[config.mk]
export PLATFORM = sky130hd
export DESIGN_NAME = multi_phase_traffic_controller
export DESIGN_NICKNAME = d
export VERILOG_FILES = /design/src/rtl/multi_phase_traffic_controller.sv
export SDC_FILE = /design/constraint.sdc
export NUM_CORES = 1
export LEC_CHECK = 0
export CORE_MARGIN = 10
export CORE_UTILIZATION = 45
export CTS_CLUSTER_DIAMETER = 60
export DETAILED_ROUTE_END_ITERATION = 6
export HOLD_SLACK_MARGIN = 0.03
export PLACE_DENSITY = 0.73
export SLEW_MARGIN = 10
export SYNTH_ARGS = -nofsm -noshare
export SYNTH_HDL_FRONTEND = slang
export SYNTH_SLANG_ARGS = --single-unit
[constraint.sdc]
create_clock -name clk -period 3.93 [get_ports clk]
set_input_delay 0.9825 -clock clk [delete_from_list [all_inputs] [get_ports clk]]
set_output_delay 0.9825 -clock clk [all_outputs]
set_load 0.1 [all_outputs]
[src/rtl/multi_phase_traffic_controller.sv]
// multi_phase_traffic_controller: round-robin GREEN -> AMBER -> ALL_RED sequencer
// for NUM_PHASES mutually exclusive phases, with latched pedestrian requests
// serviced as WALK then flashing DONT_WALK at the start of the phase's green.
// All lamp outputs are registered from next-state values, so a lamp change
// becomes visible on the cycle after the tick that causes it.
module multi_phase_traffic_controller #(
  parameter int NUM_PHASES  = 4,
  parameter int CLK_PER_SEC = 27000000,
  parameter int DEBUG_DIV   = 10,
  parameter int GREEN_SEC   = 10,
  parameter int AMBER_SEC   = 3,
  parameter int ALL_RED_SEC = 2,
  parameter int WALK_SEC    = 4,
  parameter int FLASH_SEC   = 4,
  localparam int PHASE_W    = (NUM_PHASES > 1) ? $clog2(NUM_PHASES) : 1
) (
  input  logic                  clk,
  input  logic                  reset,
  input  logic                  debug,
  input  logic [NUM_PHASES-1:0] walk_request,
  output logic [NUM_PHASES-1:0] green,
  output logic [NUM_PHASES-1:0] amber,
  output logic [NUM_PHASES-1:0] red,
  output logic [NUM_PHASES-1:0] walk,
  output logic [NUM_PHASES-1:0] dont_walk,
  output logic                  walk_request_waiting,
  output logic [PHASE_W-1:0]    active_phase
);

  localparam int DBG_RAW = CLK_PER_SEC / DEBUG_DIV;
  localparam int DBG_T   = (DBG_RAW < 1) ? 1 : DBG_RAW;
  localparam int PRE_W   = (CLK_PER_SEC > 1) ? $clog2(CLK_PER_SEC) : 1;
  localparam int MAX_GA  = (GREEN_SEC > AMBER_SEC) ? GREEN_SEC : AMBER_SEC;
  localparam int MAX_SEC = (MAX_GA > ALL_RED_SEC) ? MAX_GA : ALL_RED_SEC;
  localparam int SEC_W   = $clog2(MAX_SEC + 1);

  localparam logic [PRE_W-1:0] NORM_LAST    = PRE_W'(CLK_PER_SEC - 1);
  localparam logic [PRE_W-1:0] DBG_LAST     = PRE_W'(DBG_T - 1);
  localparam logic [SEC_W-1:0] GREEN_LAST   = SEC_W'(GREEN_SEC - 1);
  localparam logic [SEC_W-1:0] AMBER_LAST   = SEC_W'(AMBER_SEC - 1);
  localparam logic [SEC_W-1:0] ALL_RED_LAST = SEC_W'(ALL_RED_SEC - 1);
  localparam logic [SEC_W-1:0] WALK_END     = SEC_W'(WALK_SEC);
  localparam logic [SEC_W-1:0] FLASH_END    = SEC_W'(WALK_SEC + FLASH_SEC);
  // Parity of (sec - WALK_SEC) equals parity of sec xor parity of WALK_SEC.
  localparam logic             WALK_ODD     = (WALK_SEC % 2) != 0;

  typedef enum logic [1:0] {ST_STARTUP, ST_GREEN, ST_AMBER, ST_ALL_RED} state_e;

  state_e                  state_q, state_d;
  logic [PRE_W-1:0]        presc_q, presc_d, presc_last;
  logic [SEC_W-1:0]        sec_q, sec_d, sec_last;
  logic [PHASE_W-1:0]      phase_q, phase_d;
  logic [NUM_PHASES-1:0]   latch_q, latch_d;
  logic                    armed_q, armed_d;
  logic                    tick, expire;
  logic [NUM_PHASES-1:0]   green_d, amber_d, red_d, walk_d, dont_walk_d;

  // One-second prescaler; ">=" lets a shortened period (debug raised) wrap at once.
  always_comb begin
    presc_last = debug ? DBG_LAST : NORM_LAST;
    tick       = (presc_q >= presc_last);
    presc_d    = tick ? '0 : presc_q + PRE_W'(1);
  end

  // Next-state logic: phase sequencing, second counter, request latches.
  always_comb begin
    state_d = state_q;
    phase_d = phase_q;
    latch_d = latch_q | walk_request;
    armed_d = armed_q;
    unique case (state_q)
      ST_GREEN: sec_last = GREEN_LAST;
      ST_AMBER: sec_last = AMBER_LAST;
      default:  sec_last = ALL_RED_LAST;
    endcase
    expire = tick && (sec_q == sec_last);
    unique case (state_q)
      ST_STARTUP: if (expire) begin
        state_d = ST_GREEN;
        phase_d = '0;
      end
      ST_GREEN:   if (expire) state_d = ST_AMBER;
      ST_AMBER:   if (expire) state_d = ST_ALL_RED;
      ST_ALL_RED: if (expire) begin
        state_d = ST_GREEN;
        phase_d = (phase_q == PHASE_W'(NUM_PHASES - 1)) ? '0 : phase_q + PHASE_W'(1);
      end
      default:    state_d = ST_STARTUP;
    endcase
    sec_d = (state_d != state_q) ? '0 : (tick ? sec_q + SEC_W'(1) : sec_q);
    // The entry cycle is the one whose edge loads GREEN; a request seen on
    // that same cycle is folded into latch_d and therefore serviced now.
    if (state_d != ST_GREEN) begin
      armed_d = 1'b0;
    end else if (state_q != ST_GREEN) begin
      armed_d = 1'b0;
      for (int i = 0; i < NUM_PHASES; i++) begin
        if (phase_d == PHASE_W'(i)) begin
          armed_d    = latch_d[i];
          latch_d[i] = 1'b0;
        end
      end
    end
  end

  // Output decode from next-state values, registered below.
  always_comb begin
    green_d     = '0;
    amber_d     = '0;
    red_d       = '1;
    walk_d      = '0;
    dont_walk_d = '1;
    for (int i = 0; i < NUM_PHASES; i++) begin
      if (phase_d == PHASE_W'(i)) begin
        unique case (state_d)
          ST_GREEN: begin
            green_d[i] = 1'b1;
            red_d[i]   = 1'b0;
            if (armed_d) begin
              if (sec_d < WALK_END) begin
                walk_d[i]      = 1'b1;
                dont_walk_d[i] = 1'b0;
              end else if (sec_d < FLASH_END) begin
                dont_walk_d[i] = sec_d[0] ^ WALK_ODD;
              end
            end
          end
          ST_AMBER: begin
            amber_d[i] = 1'b1;
            red_d[i]   = 1'b0;
          end
          default: ;
        endcase
      end
    end
  end

  // State register: FSM, timers, latches and phase index.
  always_ff @(posedge clk) begin
    if (reset) begin
      state_q <= ST_STARTUP;
      presc_q <= '0;
      sec_q   <= '0;
      phase_q <= '0;
      latch_q <= '0;
      armed_q <= 1'b0;
    end else begin
      state_q <= state_d;
      presc_q <= presc_d;
      sec_q   <= sec_d;
      phase_q <= phase_d;
      latch_q <= latch_d;
      armed_q <= armed_d;
    end
  end

  // Output register: lamps and pedestrian symbols.
  always_ff @(posedge clk) begin
    if (reset) begin
      green     <= '0;
      amber     <= '0;
      red       <= '1;
      walk      <= '0;
      dont_walk <= '1;
    end else begin
      green     <= green_d;
      amber     <= amber_d;
      red       <= red_d;
      walk      <= walk_d;
      dont_walk <= dont_walk_d;
    end
  end

  assign walk_request_waiting = |latch_q;
  assign active_phase         = phase_q;

endmodule

* After elaboration in Yosys (flattened, before gate mapping)
Cells that the tools add are included.
Storage, ports and cells: register bits 58, input port bits 7, output and inout bits 23
Operators by class: add/sub/neg operators 3, magnitude comparators 3, eq/ne operators 13, multiplexer cells 34, bitwise logic cells 5, reductions and logical operators 11
Operators by type and width (number):
- adder 25 x 1 -> 25 bit, second input constant | 1
- greater-or-equal comparator 25 bit | 1
- two-way mux 25 bit | 1
- two-way mux 1 bit | 20
- two-way mux 4 bit | 4
- OR reduction 2 bit | 7
- == test 2 bit, second input constant | 6
- two-way mux 2 bit | 6
- case mux 4 bit (2 select lines) | 1
- == test 2 x 1 -> 1 bit, second input constant | 3
- case mux 2 bit (3 select lines) | 1
- adder 4 x 1 -> 4 bit, second input constant | 1
- == test 4 bit | 1
- zero test 2 bit | 2
- less-than comparator 4 x 3 -> 1 bit, second input constant | 1
- less-than comparator 4 bit, second input constant | 1
- inequality test 2 x 1 -> 1 bit, second input constant | 2
- NOT 1 bit | 4
- bitwise OR 4 bit | 1
- case mux 2 bit (2 select lines) | 1
- OR reduction 4 bit | 1
- adder 2 x 1 -> 2 bit, second input constant | 1
- inequality test 2 bit | 1
- logical AND 1 bit | 1

* Logic depth before layout (Yosys ltp)
Gate-level depths: netlist of the first run.
word-level depth 15, mapped depth 14, mapped depth without buffers 13

* Worst setup path after synthesis of the first run
OpenSTA, ideal clock, no wires.
path kind input -> register, from input port debug, to register dont_walk[1], arrival time 3343 ps, required time 3796 ps, path slack 453 ps, cell stages on the path 11, path buffers 1, cell sequence inv_1 -> ha_1 -> and4b_1 -> nand4bb_1 -> or2_0 -> o22a_1 -> buf_6 -> a211oi_4 -> mux2i_1 -> o22ai_2 -> or4b_1
On the way: longest elaborated chain between the ends 14
RTL lines:
- start: declaration | RTL line 19 | input logic debug,
- two-way mux 25 bit * | RTL line 60 | presc_last = debug ? DBG_LAST : NORM_LAST;
- greater-or-equal comparator 25 bit * | RTL line 61 | tick = (presc_q >= presc_last);
- branches (longest 12 deep; another with less-than comparator 4 bit)
- end signal: assignment | RTL line 170 | dont_walk <= dont_walk_d;
- end: declaration | RTL line 25 | output logic [NUM_PHASES-1:0] dont_walk,
Every way passes the cells marked *. A chain may end at the register's enable or synchronous reset.

* Final worst setup path of the first run
Same ends and word-level chain as after synthesis.

==> results of run 1 <==
-- per-stage QoR --
stage	cell area, µm²	util [%]	setup TNS, ns
6_report	3680	58.3	0
5_1_grt	3680	58.3	0
4_1_cts	3660	58.0	0
3_5_place_dp	3460	54.8	-2.87
3_3_place_gp	3460	54.8	-1.59
2_1_floorplan	2910	-	0
-- how the worst max path moves through the flow --
stage	end	cells past startpoint
finish	dont_walk[1]	11
global route	dont_walk[1]	11
CTS	walk[2]	14
detailed placement	walk[2]	14
global placement	latch_q[3]	14
floorplan	dont_walk[1]	11
-- metal layers --
layer  vias to the layer above  global-route usage, %
li1                       1247                      -
met1                      1108                   15.0
met2                        44                   19.7
met3                         8                   5.15
met4                         0                   5.22
met5                         -                      0
-- sequential cells by signal (all words and copies together), names as in the netlist --
name / flops
presc_q: 25
walk: 4
red: 4
armed_q: 1
latch_q: 4
sec_q: 4
active_phase: 2
green: 4
dont_walk: 4
state_q: 2
amber: 4
-- final cells by class --
cell class              instances  share of cell area, %
inverters                      11                   1.26
multi-input cells             241                   44.6
repair buffers                 59                   14.4
flip-flops and latches         58                   31.6
well taps                      77                   2.62
clock inverters                 2                  0.952
clock buffers                  13                   4.59
-- report_power, final --
| group | switching, W | internal (W) |
|---|---|---|
| Clock | 0.000218 | 0.000340 |
| Combinational | 0.0000787 | 0.0000466 |
| Sequential | 0.00000615 | 0.000598 |
-- worst max-delay path, cell delays in order --
cell,delay (ns)
dlymetal6s2s_1,0.17
buf_4,0.18
ha_1,0.30
and4b_1,0.23
nand4bb_1,0.13
or2_0,0.22
o22a_2,0.27
a211oi_4,0.35
mux2i_1,0.26
o22ai_2,0.12
or4b_1,0.49
-- cell usage in the layout, fill, tap and decap left out, drive strengths merged, types with 5 or more instances in the layout --
cell           instances
nor3                  13
a211oi                 8
nand3                 14
or3                    7
nor4                   6
inv                   10
buf                   30
a21oi                  7
nand4                  6
clkdlybuf4s50         28
dfxtp                 58
xor2                  18
ha                    22
clkbuf                13
nor2                  50
nand2b                 5
o21ai                 10
xnor2                 10
nand2                 21
-- timing repair --
item                       in CTS  in global routing
resized for setup               0                  4
setup buffers                   0                  1
setup endpoints to repair       0                  7
-- logic make-up (layout without fill, tap and decap cells) --
family / count (synthesis) / after routing / share of synthesized area (%)
xor+xnor: 28 / 28 / 8.43
simple gates: 143 / 143 / 25.7
mux: 2 / 2 / 0.688
flops: 58 / 58 / 39.9
fa+ha+maj: 22 / 22 / 9.46
compound gates: 46 / 46 / 11.8
buf+inv: 23 / 85 / 4.00
==> impl_metrics.toml, run 1 <==
[outcome]
status = "finished, final reports clean"

[sta]
clock_skew_ns = 0.00749
setup_viol = 0
finalCritPeriodShare_pct = 89.1
worstMarginPinSlew_ns = 0.991
slew_violations = 0
slew-limit-headroom_pct = 33.7
setup_ws_ns = 0.428
timing.hold.ws_ns = 0.446
fmax_mhz = 286
finalHoldViolCount = 0
min_period_ns = 3.50
grt_setup_unrepaired = "no"

[layout]
layoutNonFillerInstCount = 461
diodes = 0
nets = 409
num-fill-cells = 567
drive_above_1_share_pct = 15.1
area_growth_pct = 26.4
regArea_um2 = 1160
multi_input_area_um2 = 1640

[global_routing]
antenna_found_initial = 0
grt.total_usage_pct = 12.6
grt_pass1_vias = 2344
grt_max_degree = 23
grt_pass1_wl_um = 10400
grt_overflow_total = 0

[die]
coreArea_um2 = 6310
start_util_pct = 46.1
die_area_um2 = 10100
num_rows = 29
num_io_pins = 30
die_h_um = 100
die_x_um = 100

[cts]
cts_max_path_buffers = 2
cts_sinks = 58
clk_latency_ns = 0.34
cts_buffers = 9
clk_pin_slew_ns = 0.06
hold_buffers = 0
cts_root_buf = "clkbuf_8"
tritoncts = "yes"
h-tree-depth = 3

[pwr]
finalPower_w = 0.00129
peakVddDrop_v = 0.000202
p_leak_nw = 1.47
power_per_cell_area_nw_per_um2 = 350

[synthesis]
synth_top_area_cell = "dfxtp_1"
synth_top_area_share_pct = 39.9
yosysMostFrequentCell = "dfxtp_1"
seq_area_frac_synth_pct = 39.9
synth_edf_count = 0
synth_cell_types = 58
synth_ff_type = "dfxtp_1"
netlist_top_cells_area = "dfxtp_1 40%, ha_1 9.5%, nor2_1 6.3%"
syn_area_um2 = 2910
async_reset_ff_share_pct = 0
synth_nets = 351
synthTopCellsByCount = "58 x dfxtp_1, 49 x nor2_1, 22 x ha_1"
syn_area_per_cell_um2 = 9.04
syn_inst = 322
synth_warnings = 0
ys_ff_latch = 58

[worst_hold_path]
min_to = "presc_q[0]"
holdPathStages = 1
hp-class = "register to register"
min-delay-start = "presc_q[0]"

[routing]
dr.pass1.iters = 4
met3_length_um = 275
drc = 0
wirelength_um = 6170
wl_per_cell_um = 13.4
vias = 2407
ant_nets = 0
wl_met1_um = 2900
top_layer = "met4"
wl_met2_um = 2900
drt_iter0_drc = 125
routed_via_density = 5.22

[flow_run]
maxCapViolCount = 0

[critical_path]
crit_path_end_kind = "register"
crit_path_start = "debug"
path_max_fanout = 6
worst_r2r_path_depth = 10
arrival_ns = 3.71
r2r_end = "dont_walk[1]"
cp-start-kind = "input port"
critPathKind = "input port to register"
required_ns = 4.14
r2r_start = "state_q[1]"
r2r_setup_slack_ns = 0.76

[placed_design]
hpwl_um = 4690
dp_slack_ns = -0.340
dp.cells = 445
routabilityCongestion = 0.922
portBuffers = 29
Note: power is estimated with default switching activity, not from simulation.
==> run 2: changes to the inputs <==
- CTS_CLUSTER_DIAMETER: 60 -> 200
==> results of run 2 <==
No change in the layout: final DEF, timing and power equal those of run 1.
==> run 3: changes to the inputs <==
- CORE_UTILIZATION: 45 -> 51
- HOLD_SLACK_MARGIN: 0.03 -> 0.05
- PLACE_DENSITY: 0.73 -> 0.8
==> run 3 against run 2 <==
Net effect: register-to-register slack worse by 0.11 ns; final area shrank 0.88%; sequential share of layout area grew 0.28 points; power rose by 0.13%; core utilization increased by 7.9 points; hold slack better by 0.0034 ns; die area fell by 9.5%; sequential power is essentially flat; critical path type unchanged; critical endpoint unchanged; largest power group unchanged.
==> impl_metrics.toml, run 3 (synthesis results as in run 1) <==
[pwr]
peakVddDrop_v = 0.000191
power_per_cell_area_nw_per_um2 = 353
p_leak_nw = 1.44

[sta]
grt_setup_unrepaired = "no"
min_period_ns = 3.73
finalHoldViolCount = 0
fmax_mhz = 268
slew-limit-headroom_pct = 34.6
clock_skew_ns = 0.00788
slew_violations = 0
setup_viol = 0
finalCritPeriodShare_pct = 94.9
setup_ws_ns = 0.201
worstMarginPinSlew_ns = 0.978
timing.hold.ws_ns = 0.449

[routing]
routed_via_density = 5.40
vias = 2452
ant_nets = 0
dr.pass1.iters = 4
wl_per_cell_um = 14.0
wirelength_um = 6370
drt_iter0_drc = 107
drc = 0

[worst_hold_path]
hp-class = "register to register"

[cts]
cts_root_buf = "clkbuf_8"
postCtsSetupBuffers = 0
cts_sinks = 58
cts_buffers = 9
cts_max_path_buffers = 2
clk_latency_ns = 0.34
h-tree-depth = 3
tritoncts = "yes"
clk_pin_slew_ns = 0.06

[global_routing]
grt_pass1_vias = 2369
grt.total_usage_pct = 14.6
antenna_found_initial = 0
grt_max_degree = 26
grt_overflow_total = 0
grt_pass1_wl_um = 10700

[critical_path]
crit_path_start = "debug"
r2r_start = "state_q[1]"
worst_r2r_path_depth = 10
cpMaxStageDelayCell = "or4b_1"
r2r_setup_slack_ns = 0.65
endpoint = "dont_walk[1]"
arrival_ns = 3.93
critPathMaxStageDelay_ns = 0.53
required_ns = 4.13
r2r_end = "dont_walk[1]"
worstPathCellList = "dlygate4sd2_1 -> buf_4 -> ha_1 -> and4b_1 -> nand4bb_1 -> or2_0 -> o22a_2 -> a211oi_4 -> mux2i_2 -> o22ai_2 -> or4b_1"
path_max_fanout = 7
cp-start-kind = "input port"
critPathKind = "input port to register"
crit_path_end_kind = "register"

[die]
start_util_pct = 52.9
die_area_um2 = 9130
die_h_um = 95.5
num_rows = 27
num_io_pins = 30
coreArea_um2 = 5510
die_x_um = 95.5

[outcome]
status = "finished, final reports clean"

[layout]
largest_register = "presc_q"
stdcell_area_um2 = 3650
layout_common_cells = "58 x dfxtp_1, 49 x nor2_1, 28 x clkdlybuf4s50_1, 28 x buf_4, 22 x ha_1"
num-fill-cells = 413
final_common_cell = "dfxtp_1"
nets = 407
diodes = 0
area_growth_pct = 25.3
largest_reg_flops = 25
drive_above_1_share_pct = 14.9

[placed_design]
hpwl_um = 4690
routabilityCongestion = 0.855
portBuffers = 29
dpl_cell_area_um2 = 3430
dp_slack_ns = -0.354

[flow_run]
maxCapViolCount = 0
run 3: cell count changes in the layout (fill, tap and decap cells not counted), sizes merged:
cell	previous run	this run
dlygate4sd2	0	1
buf	30	28
dlymetal6s2s	1	0
run 3: stage by stage:
| stage | TNS (ns) | instances | utilization, % | total power, W |
|---|---|---|---|---|
| finish | 0 | 454 | 66.2 | 0.00129 |
| global route | 0 | 454 | 66.2 | 0.00133 |
| CTS | 0 | 454 | 66.2 | 0.00130 |
| detailed placement | -3.51 | 439 | 62.3 | 0.000740 |
| global placement | -1.90 | 439 | 62.3 | 0.000738 |
| floorplan | 0 | 322 | - | 0.000700 |
run 3: layout make-up:
| class | count | area (µm²) | share of cell area (%) |
|---|---|---|---|
| clock buffers | 13 | 169 | 4.63 |
| clock inverters | 2 | 35.0 | 0.961 |
| inverters | 11 | 46.3 | 1.27 |
| multi-input cells | 241 | 1650 | 45.1 |
| flip-flops and latches | 58 | 1160 | 31.8 |
| well taps | 72 | 90.1 | 2.47 |
| repair buffers | 57 | 499 | 13.7 |
run 3: timing repair:
action	4_1_cts	5_1_grt
hold buffers	0	0
setup endpoints to repair	1	0
resized for setup	4	0
run 3: how the worst min path moves through the flow:
stage	startpoint	end	cells after the start
after CTS	presc_q[0]	presc_q[0]	1
after detailed placement	presc_q[0]	presc_q[0]	1
after global routing	presc_q[0]	presc_q[0]	1
final	presc_q[0]	presc_q[0]	1
after global placement	presc_q[0]	presc_q[0]	1
after floorplan	presc_q[0]	presc_q[0]	1
run 3: critical path, delay by kind of cell:
| kind | cells | cell delay (ns) |
|---|---|---|
| buffers and inverters | 2 | 0.44 |
| multiplexers | 1 | 0.30 |
| AND/OR/NAND/NOR | 4 | 1.18 |
| adder cells (fa/ha/maj) | 1 | 0.28 |
| AO/OA/AOI/OAI | 3 | 0.74 |
run 3: per-layer routing:
metal / global-route usage (%) / up-vias / routed length [µm]
met5: 0 / - / 0
met4: 6.27 / 0 / 156
met3: 4.40 / 18 / 361
met2: 24.0 / 52 / 3020
met1: 17.2 / 1134 / 2830
li1: - / 1248 / -
run 3: report_power, final:
group	leakage, nW	switching, W	internal [W]
clock network	0.106	0.000220	0.000340
registers	0.469	0.00000614	0.000598
logic	0.869	0.0000787	0.0000457
